<file path="config.mk">
export PLATFORM = sky130hd
export DESIGN_NAME = bpred_table_sched
export DESIGN_NICKNAME = d
export VERILOG_FILES = /design/src/rtl/bpred_table_sched.sv
export SDC_FILE = /design/constraint.sdc
export NUM_CORES = 1
export LEC_CHECK = 0
export ABC_AREA = 1
export CAP_MARGIN = 15
export CORE_MARGIN = 1.5
export CORE_UTILIZATION = 50
export CTS_CLUSTER_DIAMETER = 200
export DETAILED_ROUTE_END_ITERATION = 6
export GPL_TIMING_DRIVEN = 0
export PLACE_DENSITY = 0.79
export SLEW_MARGIN = 20
export SYNTH_ARGS = -nofsm -noshare
export SYNTH_HDL_FRONTEND = slang
export SYNTH_SLANG_ARGS = --single-unit
</file>
<file path="constraint.sdc">
create_clock -name clock -period 3.75 [get_ports clock]
set_input_delay 0.5625 -clock clock [delete_from_list [all_inputs] [get_ports clock]]
set_output_delay 0.5625 -clock clock [all_outputs]
set_load 0.01 [all_outputs]
</file>
<file path="src/rtl/bpred_table_sched.sv">
`default_nettype none
// ============================================================================
// Module      : bpred_table_sched
// Description : Arbitrates a single-port 2-bit counter table between fetch
//               lookups and buffered branch-resolution read-modify-writes,
//               runs the post-reset clear sweep and keeps hit/miss counts.
// Revision    : 1.0 - initial release
// ============================================================================
module bpred_table_sched #(
    parameter int         N        = 32,
    parameter int         IDX_W    = 10,
    parameter int         DEPTH    = 4,
    parameter logic [1:0] INIT_VAL = 2'b00
) (
    input  logic             clock,
    input  logic             reset,
    input  logic             lk_valid,
    input  logic [N-1:0]     lk_pc,
    output logic             lk_ready,
    output logic             pred_valid,
    output logic             pred_taken,
    input  logic             rs_valid,
    input  logic [N-1:0]     rs_pc,
    input  logic             rs_taken,
    input  logic             rs_pred,
    output logic             rs_ready,
    output logic             tbl_en,
    output logic             tbl_we,
    output logic [IDX_W-1:0] tbl_addr,
    output logic [1:0]       tbl_wdata,
    input  logic [1:0]       tbl_rdata,
    output logic             busy,
    output logic [N-1:0]     hit_cnt,
    output logic [N-1:0]     miss_cnt
);

    localparam int                 c_PTR_W = (DEPTH > 1) ? $clog2(DEPTH) : 1;
    localparam int                 c_CNT_W = c_PTR_W + 1;
    localparam logic [c_CNT_W-1:0] c_FULL  = c_CNT_W'(DEPTH);
    localparam int                 c_ENT_W = IDX_W + 2;

    typedef enum logic [1:0] {
        ST_INIT   = 2'd0,
        ST_IDLE   = 2'd1,
        ST_UPD_RD = 2'd2,
        ST_UPD_WR = 2'd3
    } state_t;

    state_t             r_state;
    state_t             w_state_next;
    logic [IDX_W-1:0]   r_sweep;
    logic [c_ENT_W-1:0] r_fifo [DEPTH];
    logic [c_PTR_W-1:0] r_wr_ptr;
    logic [c_PTR_W-1:0] r_rd_ptr;
    logic [c_CNT_W-1:0] r_count;
    logic [N-1:0]       r_hit_cnt;
    logic [N-1:0]       r_miss_cnt;
    logic               r_pred_valid;

    logic               w_full;
    logic               w_empty;
    logic               w_push;
    logic               w_pop;
    logic               w_accept;
    logic               w_lk_ready;
    logic               w_rs_ready;
    logic               w_tbl_en;
    logic               w_tbl_we;
    logic [IDX_W-1:0]   w_tbl_addr;
    logic [1:0]         w_tbl_wdata;
    logic [1:0]         w_sat;
    logic [c_ENT_W-1:0] w_head;
    logic [IDX_W-1:0]   w_head_idx;
    logic               w_head_taken;
    logic               w_head_hit;
    logic               w_unused;

    // FIFO entry: {index, outcome, prediction-was-correct}
    assign w_head       = r_fifo[r_rd_ptr];
    assign w_head_idx   = w_head[c_ENT_W-1:2];
    assign w_head_taken = w_head[1];
    assign w_head_hit   = w_head[0];
    assign w_full       = (r_count == c_FULL);
    assign w_empty      = (r_count == '0);
    assign w_push       = rs_valid && w_rs_ready;
    assign w_unused     = ^{lk_pc, rs_pc};

    always_comb begin
        w_sat = tbl_rdata;
        if (w_head_taken) begin
            if (tbl_rdata != 2'b11) w_sat = tbl_rdata + 2'd1;
        end else begin
            if (tbl_rdata != 2'b00) w_sat = tbl_rdata - 2'd1;
        end
    end

    // Reset gates every request/handshake output so nothing leaks while held.
    always_comb begin
        w_state_next = r_state;
        w_tbl_en     = 1'b0;
        w_tbl_we     = 1'b0;
        w_tbl_addr   = '0;
        w_tbl_wdata  = 2'b00;
        w_lk_ready   = 1'b0;
        w_rs_ready   = 1'b0;
        w_pop        = 1'b0;
        w_accept     = 1'b0;
        if (!reset) begin
            w_rs_ready = !w_full && (r_state != ST_INIT);
            case (r_state)
                ST_INIT: begin
                    w_tbl_en    = 1'b1;
                    w_tbl_we    = 1'b1;
                    w_tbl_addr  = r_sweep;
                    w_tbl_wdata = INIT_VAL;
                    if (r_sweep == {IDX_W{1'b1}}) w_state_next = ST_IDLE;
                end
                ST_IDLE: begin
                    w_lk_ready = !w_full;
                    if (w_full) begin
                        w_state_next = ST_UPD_RD;
                    end else if (lk_valid) begin
                        w_accept   = 1'b1;
                        w_tbl_en   = 1'b1;
                        w_tbl_addr = lk_pc[IDX_W+1:2];
                    end else if (!w_empty) begin
                        w_state_next = ST_UPD_RD;
                    end
                end
                ST_UPD_RD: begin
                    w_tbl_en     = 1'b1;
                    w_tbl_addr   = w_head_idx;
                    w_state_next = ST_UPD_WR;
                end
                ST_UPD_WR: begin
                    w_tbl_en     = 1'b1;
                    w_tbl_we     = 1'b1;
                    w_tbl_addr   = w_head_idx;
                    w_tbl_wdata  = w_sat;
                    w_pop        = 1'b1;
                    w_state_next = ST_IDLE;
                end
                default: w_state_next = ST_INIT;
            endcase
        end
    end

    always_ff @(posedge clock) begin
        if (reset) begin
            r_state      <= ST_INIT;
            r_sweep      <= '0;
            r_wr_ptr     <= '0;
            r_rd_ptr     <= '0;
            r_count      <= '0;
            r_hit_cnt    <= '0;
            r_miss_cnt   <= '0;
            r_pred_valid <= 1'b0;
        end else begin
            r_state      <= w_state_next;
            r_pred_valid <= w_accept;
            if (r_state == ST_INIT) r_sweep <= r_sweep + 1'b1;
            if (w_push) r_wr_ptr <= r_wr_ptr + 1'b1;
            if (w_pop)  r_rd_ptr <= r_rd_ptr + 1'b1;
            case ({w_push, w_pop})
                2'b10:   r_count <= r_count + 1'b1;
                2'b01:   r_count <= r_count - 1'b1;
                default: r_count <= r_count;
            endcase
            if (w_pop) begin
                if (w_head_hit) begin
                    if (r_hit_cnt != {N{1'b1}}) r_hit_cnt <= r_hit_cnt + 1'b1;
                end else begin
                    if (r_miss_cnt != {N{1'b1}}) r_miss_cnt <= r_miss_cnt + 1'b1;
                end
            end
        end
    end

    always_ff @(posedge clock) begin
        if (w_push) r_fifo[r_wr_ptr] <= {rs_pc[IDX_W+1:2], rs_taken, rs_pred == rs_taken};
    end

    assign lk_ready   = w_lk_ready;
    assign rs_ready   = w_rs_ready;
    assign tbl_en     = w_tbl_en;
    assign tbl_we     = w_tbl_we;
    assign tbl_addr   = w_tbl_addr;
    assign tbl_wdata  = w_tbl_wdata;
    assign pred_valid = r_pred_valid;
    assign pred_taken = r_pred_valid & tbl_rdata[1];
    assign busy       = reset || (r_state == ST_INIT);
    assign hit_cnt    = r_hit_cnt;
    assign miss_cnt   = r_miss_cnt;

endmodule
`default_nettype wire

</file>
==> results.json, run 1 <==
{
  "hold_path.class": "reg2reg",
  "vias": 7138,
  "synthArstFlopShare_pct": 0,
  "layout_commonest_cell": "nand2_1",
  "clk_pin_slew_ps": 60,
  "core_mm2": 0.01393,
  "placedCellCount": 1300,
  "worstPathRequired_ps": 3190,
  "skew_ps": 7.966,
  "clockBufferDepth": 2,
  "hold_viol": 0,
  "cts_sinks": 134,
  "routedWlPerCell_um": 14.08,
  "layout_common_cells": "258 x nand2_1, 232 x nor2_1, 110 x clkdlybuf4s50_1, 93 x a21oi_1, 86 x dfxtp_1",
  "status": "completed",
  "layoutNonFillerInstCount": 1332,
  "critPathMaxStageDelay_ps": 560,
  "die_h_um": 122.8,
  "antenna_cells": 0,
  "cpMaxStageDelayCell": "clkdlybuf4s50_1",
  "final_layout_size_suffix_gt1_share_pct": 8.160,
  "ys_seq_area_share_pct": 44.08,
  "whs_ps": 445.5,
  "crit_buf_inv": 4,
  "cts_setup_buffers": 0,
  "synth-edff-count": 48,
  "synth_nets": 1096,
  "drv_cap": 0,
  "post-dp-hpwl_mm": 13.71,
  "ys.flop_type": "dfxtp_1",
  "finalSetupTns_ps": 0,
  "syn_area_mm2": 0.007176,
  "viasPerCell": 5.359,
  "die_w_um": 122.8,
  "ant_nets": 0,
  "globalRouteOverflowTotal": 0,
  "highest_layer": "met4",
  "fin_crit_sh_pct": 89.71,
  "setup_viol": 0,
  "syn_inst": 1010,
  "area_delta_synth_final_pct": 27.34,
  "grt_use_total_pct": 25.33,
  "num_rows": 43,
  "drc_errors": 0,
  "placed_cell_area_mm2": 0.008507,
  "antenna_found_initial": 0,
  "initial_core_util_pct": 51.50,
  "dr_wl_met3_mm": 1.416,
  "wl_met1_mm": 8.133,
  "pin_count": 155,
  "cts_resized": 0,
  "met2_length_mm": 8.778,
  "layout.nets": 1225,
  "cts-hold-fix-buffers": 0,
  "powerDensity_mw_per_mm2": 367.7,
  "insertion_delay_ps": 430,
  "critical_path.most_common_cell": "clkdlybuf4s50_1",
  "cpLargestDelayFamily": "buffers and inverters",
  "syn_area_per_cell_um2": 7.105,
  "die_area_mm2": 0.01508,
  "io_buffers": 110,
  "synth-seq-cells": 134,
  "end_kind": "output port",
  "firstDrtPassIters": 5,
  "cp_max_fo": 10,
  "design_area_mm2": 0.009138,
  "synth_largest_area_cell": "dfxtp_1",
  "tightest_slew_ps": 1116,
  "arrival_ps": 2800,
  "yosysTopAreaCellShare_pct": 23.99,
  "postRouteWirelength_mm": 18.75,
  "cts_root_buffer": "clkbuf_16",
  "cts_buffers": 17,
  "grt_max_degree": 17,
  "maxSlewViolCount": 0,
  "grt_pass1_wl_mm": 29.97,
  "vdd_ir_drop_max_uv": 388.6,
  "htree_levels": 4,
  "yosys_warnings": 0,
  "fmax_mhz": 297.2,
  "path_class": "in2out",
  "rsz0062_at_grt": "no",
  "cts_tree": "done",
  "worstPathCellList": "clkdlybuf4s50_1 -> inv_1 -> clkbuf_1 -> o21ai_0 -> a31oi_1 -> clkdlybuf4s50_1",
  "critPathLaunchType": "input pin",
  "p_leak_uw": 0.003164,
  "drt-initial-drc-count": 699,
  "gp_congestion": 0.9430,
  "grt_pass1_vias": 6310,
  "ys_top_cells_by_area": "dfxtp_1 24%, edfxtp_1 20%, nand2_1 13%, nor2_1 12%, a21oi_1 6.5%",
  "maxSlewHeadroom_pct": 25.30,
  "fin_crit_ps": 3364,
  "synthDistinctLibCells": 33
}
==> area by class of cell <==
| class | count | area, um^2 |
|---|---|---|
| Multi-Input combinational cell | 769 | 3533 |
| Inverter | 75 | 281.5 |
| Timing Repair Buffer | 110 | 1101 |
| Sequential cell | 134 | 3163 |
| Clock inverter | 15 | 202.7 |
| Clock buffer | 17 | 425.4 |
| Fill cell | 1201 | 4797 |
| Buffer | 32 | 205.2 |
| Tap cell | 180 | 225.2 |
==> flip-flops by register name, indices dropped and copies added, names as in the netlist, named ones only <==
signal / cells
r_rd_ptr: 2
r_sweep: 10
pred_valid: 1
miss_cnt: 32
r_count: 3
hit_cnt: 32
r_wr_ptr: 2
r_state: 2
r_fifo: 48
==> per-stage QoR <==
| stage | power (uW) | setup slack (ps) | util (%) |
|---|---|---|---|
| 5_1_grt | 3450 | 276.6 | 65.57 |
| 6_report | 3360 | 385.7 | 65.57 |
| 4_1_cts | 3374 | 393.6 | 65.56 |
| 3_3_place_gp | 1632 | 406.1 | 61.01 |
| 3_5_place_dp | 1634 | 418.6 | 61.05 |
| 2_1_floorplan | 1580 | 1447 | - |
==> synthesized netlist by cell type (3+ instances only) <==
| cell | instances |
|---|---|
| xor2_1 | 6 |
| nand4_1 | 4 |
| o21ai_0 | 40 |
| nand3_1 | 56 |
| ha_1 | 13 |
| nand3_2 | 16 |
| a21oi_1 | 93 |
| buf_6 | 6 |
| nor2_2 | 8 |
| inv_2 | 5 |
| edfxtp_1 | 48 |
| dfxtp_1 | 86 |
| nand2_1 | 258 |
| and2_1 | 5 |
| buf_4 | 3 |
| nor2_1 | 235 |
| nor3_1 | 6 |
| xnor2_1 | 3 |
| clkbuf_1 | 12 |
| o22ai_1 | 5 |
| a31oi_1 | 3 |
| buf_2 | 10 |
| inv_1 | 70 |
| nand2_2 | 7 |
==> power by group <==
group	total (uW)	switching, uW	internal (uW)
clock	1760	733	1020
sequential	1510	3.30	1510
combinational	94.3	48.7	45.6
total	3360	785	2580
==> layer usage <==
layer  up-vias  global-route usage (%)
met1      3268                   33.80
met2       304                   40.97
li1       3529                       -
met5         -                       0
met3        37                   4.693
met4         0                   9.375
==> cells by family (layout without fill, tap and decap cells) <==
family | after synthesis | count (layout) | share of synthesized area [%]
buf+inv | 107 | 249 | 6.783
xor+xnor | 9 | 9 | 1.099
flops | 134 | 134 | 44.08
fa+ha+maj | 14 | 14 | 2.546
simple gates | 603 | 603 | 35.31
compound gates | 143 | 143 | 10.18
==> path summary, 6_finish.rpt <==
check,from,to,slack [ps],cells after the start
worst max-delay path,reset,tbl_addr[2],390,6
worst min register to register,r_rd_ptr[1],flip-flop,450,1
worst min-delay path,r_rd_ptr[1],flip-flop,450,1
worst max register to register,r_state[0],r_fifo[3][4],990,7
(Power assumes the default switching activity.)
==> inputs of run 2 (changes only) <==
==> constraint.sdc (replaced) <==
create_clock -name clock -period 3.75 [get_ports clock]
set_input_delay 0.5625 -clock clock [delete_from_list [all_inputs] [get_ports clock]]
set_output_delay 0.5625 -clock clock [all_outputs]
set_load 0.1 [all_outputs]
==> results.json, run 2 (synthesis results as in run 1) <==
{
  "layout_common_cells": "258 x nand2_1, 232 x nor2_1, 98 x clkdlybuf4s50_1, 93 x a21oi_1, 86 x dfxtp_1",
  "vias": 7017,
  "postRouteWirelength_mm": 18.96,
  "worstPathRequired_ps": 3190,
  "routedWlPerCell_um": 14.23,
  "firstDrtPassIters": 7,
  "area_delta_synth_final_pct": 27.34,
  "drc_errors": 6,
  "setup_viol": 0,
  "whs_ps": 460.3,
  "maxSlewHeadroom_pct": 26.32,
  "place_ws_ps": -231.5,
  "grt_pass1_wl_mm": 30.26,
  "cts_sinks": 134,
  "cts_tree": "done",
  "viasPerCell": 5.268,
  "violations": "DRC",
  "path_class": "reg2out",
  "ant_nets": 0,
  "antenna_found_initial": 0,
  "layout_commonest_cell": "nand2_1",
  "powerDensity_mw_per_mm2": 382.3,
  "cts_setup_buffers": 0,
  "status": "finished, violations left",
  "num_rows": 43,
  "finalSetupTns_ps": 0,
  "drv_cap": 0,
  "skew_ps": 11.49,
  "antenna_cells": 0,
  "die_area_mm2": 0.01508,
  "drt-initial-drc-count": 646,
  "final_layout_size_suffix_gt1_share_pct": 8.507,
  "core_mm2": 0.01393,
  "rsz0062_at_grt": "no",
  "hp-start": "r_rd_ptr[1]",
  "grt_use_total_pct": 26.02,
  "multi_input_area_mm2": 0.003533,
  "hold_depth": 1,
  "layout.nets": 1225,
  "cts_root_buffer": "clkbuf_16",
  "die_h_um": 122.8,
  "htree_levels": 4,
  "worst_slack_ps": 176.5,
  "grt_max_degree": 17,
  "fmax_mhz": 279.8,
  "cts-hold-fix-buffers": 0,
  "tightest_slew_ps": 1101,
  "whs_endpoint": "r_rd_ptr[1]",
  "clockBufferDepth": 2,
  "rrSetupSlack_ps": 1000,
  "gp_congestion": 0.9275,
  "insertion_delay_ps": 440,
  "hold_viol": 0,
  "clk_pin_slew_ps": 70,
  "post-dp-hpwl_mm": 13.68,
  "fillers": 1209,
  "globalRouteOverflowTotal": 0,
  "regMostFlops": "r_fifo",
  "p_leak_uw": 0.003230,
  "arrival_ps": 3010,
  "die_w_um": 122.8,
  "pin_count": 155,
  "initial_core_util_pct": 51.50,
  "hold_path.class": "reg2reg",
  "cts_buffers": 17,
  "ff2ff_path_depth": 7,
  "largest_register_ffs": 48,
  "reg2reg_from": "r_state[0]",
  "vdd_ir_drop_max_uv": 321.0,
  "end_kind": "output port",
  "fin_crit_ps": 3574,
  "fin_crit_sh_pct": 95.29,
  "critPathLaunchType": "flip-flop",
  "maxSlewViolCount": 0,
  "io_buffers": 110,
  "ff_latch_area_mm2": 0.003163,
  "grt_pass1_vias": 6449,
  "cp_max_fo": 10,
  "rr_endpoint": "r_fifo[2][3]"
}
run 2: cell count changes in the layout (fill, tap and decap cells not counted), sizes merged:
cell,delta
dlygate4sd2,+6
clkdlybuf4s15,+1
clkdlybuf4s50,-12
bufinv,+2
clkinv,-2
dlymetal6s2s,+1
clkbuf,+4
run 2: metal layers:
layer	global-route usage (%)	wire length (um)	share of wire [%]
met1	33.12	8529	45
met4	10.25	252	1.3
met2	42.60	8883	47
met3	6.227	1290	6.8
met5	0	0	0
run 2: worst max path at each step:
stage	from	to	slack, ps	cells past startpoint
finish	flip-flop	tbl_addr[3]	180	10
global route	flip-flop	tbl_addr[3]	0.5	10
CTS	flip-flop	tbl_wdata[1]	0.4	8
detailed placement	reset	tbl_addr[4]	-230	6
global placement	reset	tbl_addr[4]	-210	6
floorplan	r_state[0]	r_fifo[0][0]	170	7
run 2: report_power, final:
| group | internal, uW | switching, uW |
|---|---|---|
| Clock | 1140 | 728 |
| Combinational | 44.1 | 67.5 |
| Sequential | 1510 | 2.95 |
| Total | 2690 | 799 |
run 2: stage by stage:
stage          power (uW)  utilization, %  cell area (um^2)  std cells
2_1_floorplan        1599               -              7178       1010
3_3_place_gp         1651           61.03              8504       1300
3_5_place_dp         1653           61.03              8504       1300
4_1_cts              3501           65.62              9144       1332
5_1_grt              3567           65.57              9138       1332
6_report             3493           65.57              9138       1332
run 2: cell type report:
cell class,instances,area share [%]
sequential,134,34.62
tap,180,2.465
inverter,75,3.081
multi-input combinational,769,38.67
buffer,32,2.246
clock inverter,15,2.492
clock buffer,17,4.656
timing repair buffer,110,11.78
run 2: what timing repair did:
| action | CTS | global route |
|---|---|---|
| resized for setup | 11 | 12 |
| endpoints found under the hold margin | 0 | 0 |
| cloned | 0 | 0 |
| setup endpoints to repair | 11 | 6 |
run 2: worst max-delay path, stage by stage (launching register included):
cell and delay, ps:
dfxtp_1 300, buf_2 150, inv_2 110, clkbuf_1 420
nand2_1 110, nand2_1 90, nand2_1 50, a21oi_1 240
a21oi_1 90, a21oi_1 150, dlygate4sd2_1 870
